==> config.mk <==
export PLATFORM = sky130hd
export DESIGN_NAME = grayscale_pipe
export DESIGN_NICKNAME = d
export VERILOG_FILES = /design/src/rtl/grayscale_pipe.sv
export SDC_FILE = /design/constraint.sdc
export NUM_CORES = 1
export LEC_CHECK = 0
export CAP_MARGIN = 5
export CORE_UTILIZATION = 66
export CTS_BUF_LIST = sky130_fd_sc_hd__clkbuf_8
export CTS_CLUSTER_SIZE = 28
export DETAILED_ROUTE_END_ITERATION = 8
export DONT_BUFFER_PORTS = 1
export PLACE_DENSITY = 0.82
export SYNTH_ARGS = -nofsm -noshare
export SYNTH_HDL_FRONTEND = slang
export SYNTH_SLANG_ARGS = --single-unit
==> constraint.sdc <==
create_clock -name clock -period 3.2 [get_ports clock]
set_input_delay 0.48 -clock clock [delete_from_list [all_inputs] [get_ports clock]]
set_output_delay 0.48 -clock clock [all_outputs]
set_load 0.01 [all_outputs]
==> src/rtl/grayscale_pipe.sv <==
// grayscale_pipe: two-stage RGB-to-grayscale converter between two FIFOs.
// Sustains one pixel per cycle with full back-pressure. MODE 0 takes the
// truncating 3-channel average; MODE 1 takes rounded BT.601-style luma.
// Optional macro GS_FRAME_CNT_EN adds a per-frame write counter driving
// frame_done; without it frame_done is tied low.
module grayscale_pipe #(
  parameter int CH_W         = 8,
  parameter int MODE         = 0,
  parameter int FRAME_PIXELS = 720*540
) (
  input  logic              clock,
  input  logic              reset,
  input  logic              in_empty,
  input  logic [3*CH_W-1:0] in_dout,
  output logic              in_rd_en,
  input  logic              out_full,
  output logic              out_wr_en,
  output logic [CH_W-1:0]   out_din,
  output logic              frame_done
);

  localparam int SUM_W = (MODE == 1) ? CH_W + 8 : CH_W + 2;
  // One spare bit so the rounding offset can never wrap the sum.
  localparam int Q_W   = SUM_W + 1;

  if (MODE != 0 && MODE != 1) begin : g_mode_chk
    $error("grayscale_pipe: MODE must be 0 or 1");
  end
  if (FRAME_PIXELS < 1) begin : g_frame_chk
    $error("grayscale_pipe: FRAME_PIXELS must be at least 1");
  end

  // Channel sum (average mode) or weighted sum (luma mode), zero-extended.
  function automatic logic [SUM_W-1:0] pix_sum(input logic [3*CH_W-1:0] px);
    logic [SUM_W-1:0] r, g, b;
    r = SUM_W'(px[3*CH_W-1:2*CH_W]);
    g = SUM_W'(px[2*CH_W-1:CH_W]);
    b = SUM_W'(px[CH_W-1:0]);
    if (MODE == 1) return SUM_W'(77) * r + SUM_W'(150) * g + SUM_W'(29) * b;
    else           return r + g + b;
  endfunction

  // Luma: add half an LSB then drop the 8 fractional bits.
  function automatic logic [Q_W-1:0] round_shift(input logic [SUM_W-1:0] s);
    return ({1'b0, s} + Q_W'(128)) >> 8;
  endfunction

  // Clamp the quotient to the largest CH_W-bit sample.
  function automatic logic [CH_W-1:0] saturate(input logic [Q_W-1:0] q);
    if (q > Q_W'({CH_W{1'b1}})) return {CH_W{1'b1}};
    else                        return q[CH_W-1:0];
  endfunction

  // Stage-1 sum to stage-2 sample.
  function automatic logic [CH_W-1:0] sum_to_sample(input logic [SUM_W-1:0] s);
    if (MODE == 1) return saturate(round_shift(s));
    else           return saturate({1'b0, s} / Q_W'(3));
  endfunction

  logic [SUM_W-1:0] sum_p1_q, sum_p1_d;
  logic             vld_p1_q, vld_p1_d;
  logic [CH_W-1:0]  smp_p2_q, smp_p2_d;
  logic             vld_p2_q, vld_p2_d;
  logic             s2_ready, s1_ready, s1_adv;

  assign s2_ready  = ~vld_p2_q | ~out_full;
  assign s1_adv    = vld_p1_q & s2_ready;
  assign s1_ready  = ~vld_p1_q | s2_ready;
  assign in_rd_en  = ~reset & ~in_empty & s1_ready;
  assign out_wr_en = vld_p2_q & ~out_full;
  assign out_din   = smp_p2_q;

  // Next state of both stages: load on read/advance, drain on advance/write.
  always_comb begin
    sum_p1_d = sum_p1_q;
    vld_p1_d = vld_p1_q;
    smp_p2_d = smp_p2_q;
    vld_p2_d = vld_p2_q;
    // ---- input -> stage 1
    if (in_rd_en) begin
      sum_p1_d = pix_sum(in_dout);
      vld_p1_d = 1'b1;
    end else if (s1_adv) begin
      vld_p1_d = 1'b0;
    end
    // ---- stage 1 -> stage 2
    if (s1_adv) begin
      smp_p2_d = sum_to_sample(sum_p1_q);
      vld_p2_d = 1'b1;
    end else if (out_wr_en) begin
      vld_p2_d = 1'b0;
    end
  end

  // Pipeline registers; reset discards any in-flight pixels immediately.
  always_ff @(posedge clock or posedge reset) begin
    if (reset) begin
      sum_p1_q <= '0;
      vld_p1_q <= 1'b0;
      smp_p2_q <= '0;
      vld_p2_q <= 1'b0;
    end else begin
      sum_p1_q <= sum_p1_d;
      vld_p1_q <= vld_p1_d;
      smp_p2_q <= smp_p2_d;
      vld_p2_q <= vld_p2_d;
    end
  end

`ifdef GS_FRAME_CNT_EN
  localparam int CNT_W = $clog2(FRAME_PIXELS + 1);

  logic [CNT_W-1:0] cnt_q, cnt_d;
  logic             wrap;

  assign wrap       = out_wr_en & (cnt_q == CNT_W'(FRAME_PIXELS - 1));
  assign frame_done = wrap;

  // Count writes; the frame's last write wraps the counter to zero.
  always_comb begin
    cnt_d = cnt_q;
    if (wrap)           cnt_d = '0;
    else if (out_wr_en) cnt_d = cnt_q + CNT_W'(1);
  end

  // Frame counter register.
  always_ff @(posedge clock or posedge reset) begin
    if (reset) cnt_q <= '0;
    else       cnt_q <= cnt_d;
  end
`else
  assign frame_done = 1'b0;
`endif

endmodule

==> results of run 1 <==
[through the flow]
| step | TNS, ns | worst slack (ns) | instances |
|---|---|---|---|
| finish | 0 | 0.02226 | 273 |
| global route | -0.07126 | -0.07126 | 273 |
| CTS | 0 | 0.03316 | 268 |
| detailed placement | -0.01855 | -0.01855 | 265 |
| global placement | 0 | 0.1443 | 265 |
| floorplan | 0 | 0.3330 | 242 |
[what timing repair did]
| action | 4_1_cts | 5_1_grt |
|---|---|---|
| resized for setup | 1 | 18 |
| setup buffers | 0 | 5 |
| endpoints found under the setup margin | 1 | 1 |
| endpoints found under the hold margin | 0 | 0 |
| pin swaps | 1 | 7 |
[state kept, by name, summed over array words and instances, names as in the netlist]
register	cells
out_din	8
vld_p1_q	1
vld_p2_q	1
sum_p1_q	10
[cell type report]
cell class                 count  area [um^2]
multi-input combinational    186         1331
fill                         198        656.9
sequential                    20        505.5
timing repair buffer          14        112.6
inverter                      19        71.32
clock buffer                   3        41.29
tap                           31        38.79
[cells by family after synthesis]
family / share of synthesized area [%]
compound gates: 24.87
xor+xnor: 3.646
fa+ha+maj: 14.58
buf+inv: 7.552
flops: 26.04
mux: 1.888
other cells: 0.1951
simple gates: 21.22
[synth_stat cells (2+ instances only)]
cell type | instances | share of area [%]
fa_1 | 9 | 9.4
o21bai_1 | 4 | 1.6
o21a_1 | 2 | 0.78
nor2_1 | 17 | 3.3
nor2b_1 | 5 | 1.6
a22oi_1 | 2 | 0.78
o22a_1 | 2 | 0.91
nand2_1 | 28 | 5.5
xnor2_1 | 6 | 2.7
nand2b_1 | 4 | 1.3
a31oi_1 | 8 | 2.6
clkbuf_1 | 10 | 2.0
o21ai_0 | 21 | 5.5
xor2_1 | 2 | 0.91
buf_2 | 5 | 1.3
dfrtp_1 | 20 | 26
ha_1 | 8 | 5.2
nor3_1 | 5 | 1.3
nand3_1 | 7 | 1.8
a211o_1 | 3 | 1.4
or3_1 | 2 | 0.65
a21oi_1 | 20 | 5.2
inv_1 | 18 | 3.5
[worst min-delay path by stage]
stage / start / to / slack, ns / depth (start not counted)
floorplan: reset / out_din[0]$_DFFE_PP0P_ / 0.44 / 1
global placement: vld_p1_q$_DFFE_PP0P_ / vld_p2_q$_DFFE_PP0P_ / 0.49 / 1
detailed placement: vld_p1_q$_DFFE_PP0P_ / vld_p2_q$_DFFE_PP0P_ / 0.50 / 1
CTS: reset / vld_p1_q$_DFFE_PP0P_ / 0.25 / 1
global route: reset / vld_p2_q$_DFFE_PP0P_ / 0.30 / 1
finish: reset / vld_p1_q$_DFFE_PP0P_ / 0.24 / 1
[power by group through the flow]
stage	logic, uW	clock network, uW	registers (uW)
finish	1040	166	501
global route	1160	174	516
CTS	929	165	487
detailed placement	926	0	491
global placement	887	0	483
floorplan	792	0	420
[layer usage]
layer | GRT usage (%) | vias up | wire length [um]
met5 | 0 | - | 0
met2 | 46.09 | 78 | 2048
met3 | 3.023 | 4 | 210
li1 | - | 846 | -
met1 | 32.42 | 790 | 1755
met4 | 8.362 | 0 | 36
==> out/metrics.csv, run 1 <==
metric,value,unit
Final setup violation count,0,
starting density of the core,69.69,%
critical path type,flop to flop,
Worst Clk Skew,0.008220,ns
Worst EP arrival,3.31,ns
Placed Area,0.001954,mm^2
reg-to-reg startpoint,sum_p1_q[7]$_DFFE_PP0P_,
drt initial violations,67,
DIE WIDTH,55.96,um
via count,1718,
worst IR drop on VDD,624.4,uV
DP HPWL,2910,um
final core utilization,76.18,%
crit path capture,out_din[0]$_DFFE_PP0P_,
P&R area growth vs syn,9.310,%
gr ovfl total,0,
Post-synth EDFFs,0,
Routed WL,4050,um
outcome,"complete, no violations",
total internal power,920.0,uW
"commonest cells after routing, fill and taps aside","nand2_1 (26), o21ai_0 (21), a21oi_1 (19), inv_1 (18), nor2_1 (17)",
Max-cap violations,0,
power share of the combinational group,60.9,%
"most common cell after layout, fill and taps aside",nand2_1,
flop-to-flop setup slack,0.02,ns
Sw Share,46.13,%
chip height,55.96,um
# IOs,39,
TritonCTS buffer count,3,
fmax,314.7,MHz
area of the mapped netlist,0.001922,mm^2
worst-path cell chain,or3b_4 -> o21a_4 -> a211o_1 -> and3_4 -> mux2_4 -> nor2b_1 -> a31oi_1 -> ha_2 -> nand2_4 -> nand2_2 -> nand2_1 -> o2bb2ai_2 -> a311oi_1 -> a31oi_1 -> o21ai_2,
Synth cell types,57,
"Slowest-stage cell, CP",dfrtp_2,
die footprint,0.003132,mm^2
"Largest stage delay, worst path",0.47,ns
ys async rst share,100.0,%
Tcrit/Tclk final,99.30,%
Critical Path Source,sum_p1_q[7]$_DFFE_PP0P_,
clock power share,9.7,%
worst-margin pin slew,0.7491,ns
H-tree depth,1,
Skew-Pair Late Insertion Delay,0.26,ns
Final nets,289,
sequential group share of total power,29.3,%
ys flop type,dfrtp_1,
worst reg2reg endpoint,out_din[0]$_DFFE_PP0P_,
"flops & latches, synth",20,
drt drc,0,
post-synthesis sequential area ratio,26.04,%
Antenna Violating Nets Remaining,0,
Rows,19,
"Design Area, Final",0.002101,mm^2
buffers added on ports,0,
final hold violation count,0,
"Top cell by count, worst path",a31oi_1,
Syn Nets,287,
WL per Instance,14.84,um
Tot Pwr,1708,uW
Total GRT Usage,25.82,%
family with the most delay on the worst path,compound AO/OA/AOI/OAI gates,
Mapped Cells,242,
WP buf/inv,0,
drt first pass iters,5,
Levels on crit path,15,
Syn Area/Cell,7.942,um^2
worst hold slack,0.2358,ns
Root Driver,clkbuf_8,
CP Capture Type,flop,
Worst-path clk slew,0.08,ns
vias in the first global route,1612,
share of cells above drive strength 1,15.70,%
NetSw,787.9,uW
CP startpoint kind,flop,
Ys Warns,0,
WP data required,3.34,ns
core area,0.002758,mm^2
Avg Vias per Cell,6.293,
fin crit period,3.178,ns
worst hold path type,primary input to async pin,
antenna cell count,0,
worst r2r path cells,15,
Lkg Pwr,0.0008983,uW
PD cells,813.0,mW/mm^2
max-slew violations,0,
Slew headroom,50.00,%
CTS tree,done,
CTS sink cnt,20,
cts hold-fix bufs,0,
largest net degree at the start of global routing,21,
CTS Buffer Depth,2,
antenna violations before repair,0,
first-pass GRT wire length,6548,um
largest fanout on the critical path,6,
GPL Wtd Cong,0.8597,
Power figures use the tool's default switching activity.
==> run 2: changes to the inputs <==
Settings changed: CTS_BUF_LIST sky130_fd_sc_hd__clkbuf_8 to sky130_fd_sc_hd__clkbuf_4.
==> run 2 against run 1 <==
  * Combinational power about the same
  * Routed wire length down 2.3%
  * Clock power down 28%
  * Maximum frequency up 0.55%
  * Total power down 2.6%
  * Clock skew down 0.0015 ns
  * Critical path depth unchanged
  * Final area down 0.66%
==> out/metrics.csv, run 2 (synthesized netlist as in run 1, its figures left out) <==
metric,value,unit,change
outcome,"complete, no violations",,
chip height,55.96,um,unchanged
Max-cap violations,0,,unchanged
TritonCTS buffer count,3,,unchanged
sequential group share of total power,29.5,%,+0.2 points
Routed WL,3958,um,-2.3%
Final setup violation count,0,,unchanged
family with the most delay on the worst path,compound AO/OA/AOI/OAI gates,,
WP data required,3.39,ns,+0.05 ns
# IOs,39,,unchanged
largest fanout on the critical path,10,,+4
wire length on met3,197,um,-6.2%
CP startpoint kind,flop,,
met1 wire length,1694,um,-3.5%
starting density of the core,69.69,%,unchanged
WL per Instance,14.45,um,-2.6%
antenna violations before repair,0,,unchanged
Sw Share,46.81,%,+0.68 points
Lkg Pwr,0.0008944,uW,-0.44%
critical path type,flop to flop,,
gr ovfl total,0,,unchanged
worst reg2reg endpoint,out_din[0]$_DFFE_PP0P_,,
fin crit period,3.160,ns,-0.01737 ns
Top reg by flops,sum_p1_q,,
CP Capture Type,flop,,
NetSw,778.6,uW,-1.2%
"Largest stage delay, worst path",0.57,ns,+0.10 ns
max FFs per register,10,,unchanged
core area,0.002758,mm^2,unchanged
Avg Vias per Cell,6.336,,+0.68%
flop-to-flop setup slack,0.04,ns,+0.02 ns
worst hold path type,primary input to async pin,,
worst-margin pin slew,0.7385,ns,-0.01061 ns
drt initial violations,47,,-30%
Skew-Pair Late Insertion Delay,0.30,ns,+0.04 ns
WP buf/inv,1,,+1
PD cells,796.9,mW/mm^2,-2.0%
P&R area growth vs syn,8.594,%,
max-slew violations,0,,unchanged
H-tree depth,1,,unchanged
total internal power,884.6,uW,-3.9%
CTS Buffer Depth,2,,unchanged
vias in the first global route,1610,,-0.12%
CTS tree,done,,
worst-path cell chain,inv_1 -> a211o_1 -> a21bo_2 -> and3_4 -> mux2_4 -> nor2b_1 -> a31oi_1 -> ha_2 -> nand2_4 -> nand2_2 -> nand2_2 -> o2bb2ai_2 -> a311oi_1 -> a31oi_1 -> o21ai_2,,
Worst EP arrival,3.35,ns,+0.04 ns
Tcrit/Tclk final,98.76,%,-0.54 points
DR WL met2,1957,um,-4.4%
worst IR drop on VDD,661.4,uV,+5.9%
clock power share,7.2,%,-2.5 points
"Slowest-stage cell, CP",dfrtp_1,,
Highest Signal Layer,met4,,
buffers added on ports,0,,unchanged
"most common cell after layout, fill and taps aside",nand2_1,,
Slew headroom,50.71,%,+0.71 points
Worst Clk Skew,0.006753,ns,-0.001467 ns
CTS sink cnt,20,,unchanged
Total GRT Usage,25.92,%,+0.099 points
final hold violation count,0,,unchanged
Root Driver,clkbuf_4,,
final cell count without fillers,274,,+0.37%
drt drc,0,,unchanged
fmax,316.4,MHz,+0.55%
DP HPWL,2910,um,unchanged
share of cells above drive strength 1,16.05,%,+0.35 points
Antenna Violating Nets Remaining,0,,unchanged
worst r2r path cells,15,,unchanged
Rows,19,,unchanged
reg-to-reg startpoint,sum_p1_q[9]$_DFFE_PP0P_,,
die footprint,0.003132,mm^2,unchanged
DIE WIDTH,55.96,um,unchanged
drt first pass iters,4,,-1
final core utilization,75.68,%,-0.50 points
Final nets,290,,+0.35%
antenna cell count,0,,unchanged
via count,1736,,+1.0%
first-pass GRT wire length,6548,um,unchanged
Inst Count DP,265,,unchanged
Worst-path clk slew,0.12,ns,+0.04 ns
largest net degree at the start of global routing,21,,unchanged
GPL Wtd Cong,0.8597,,unchanged
power share of the combinational group,63.3,%,+2.4 points
"commonest cells after routing, fill and taps aside","nand2_1 (25), o21ai_0 (21), a21oi_1 (19), inv_1 (18), nor2_1 (17)",,
-- run 2: changes by cell type in the layout (fill, tap and decap cells not counted), sizes merged --
| cell | before | now |
|---|---|---|
| buf | 14 | 15 |
-- run 2: area by class of cell --
type | count | area [um^2]
fill | 200 | 670.6
timing repair buffer | 15 | 120.1
sequential | 20 | 505.5
multi-input combinational | 186 | 1329
tap | 31 | 38.79
clock buffer | 3 | 22.52
inverter | 19 | 71.32
-- run 2: stage by stage --
stage	setup TNS (ns)	setup WS [ns]	hold slack, ns	total power (uW)	cell area, um^2
2_1_floorplan	0	0.3330	0.4438	1212	1922
3_3_place_gp	0	0.1443	0.4898	1370	1954
3_5_place_dp	-0.01855	-0.01855	0.5047	1417	1954
4_1_cts	0	0.01813	0.1950	1536	1978
5_1_grt	-0.06794	-0.06794	0.2403	1811	2087
6_report	0	0.03963	0.1817	1663	2087
-- run 2: worst reg2reg max path, delay by kind of cell (launching register included) --
| family | cells | cell delay (ns) |
|---|---|---|
| AOI/OAI and AO/OA | 7 | 1.21 |
| adders and majority gates | 1 | 0.25 |
| buffers and inverters | 1 | 0.21 |
| DFF | 1 | 0.57 |
| muxes | 1 | 0.27 |
| and+or+nand+nor | 5 | 0.54 |
-- run 2: power by group through the flow --
stage / combinational (uW) / sequential (uW) / clock (uW)
2_1_floorplan: 792 / 420 / 0
3_3_place_gp: 887 / 483 / 0
3_5_place_dp: 926 / 491 / 0
4_1_cts: 929 / 486 / 122
5_1_grt: 1180 / 508 / 128
6_report: 1050 / 491 / 120
-- run 2: how the worst max path moves through the flow --
stage / end / cells past startpoint / start
global placement: out_din[0]$_DFFE_PP0P_ / 15 / sum_p1_q[8]$_DFFE_PP0P_
finish: out_din[0]$_DFFE_PP0P_ / 15 / sum_p1_q[9]$_DFFE_PP0P_
floorplan: out_din[0]$_DFFE_PP0P_ / 14 / sum_p1_q[7]$_DFFE_PP0P_
detailed placement: out_din[0]$_DFFE_PP0P_ / 15 / sum_p1_q[8]$_DFFE_PP0P_
CTS: out_din[0]$_DFFE_PP0P_ / 16 / sum_p1_q[6]$_DFFE_PP0P_
global route: out_din[0]$_DFFE_PP0P_ / 15 / sum_p1_q[8]$_DFFE_PP0P_
-- run 2: timing repair --
action / 4_1_cts / 5_1_grt
hold buffers: 0 / 0
setup endpoints to repair: 1 / 1
cloned: 0 / 0
buffers inserted: 0 / 6
resized for setup: 1 / 18
pin swaps: 1 / 7
-- run 2: routing by layer --
metal	vias to the layer above	track usage, %
met3	12	3.721
met4	0	9.756
met2	75	45.41
met5	-	0
met1	796	32.27
li1	853	-
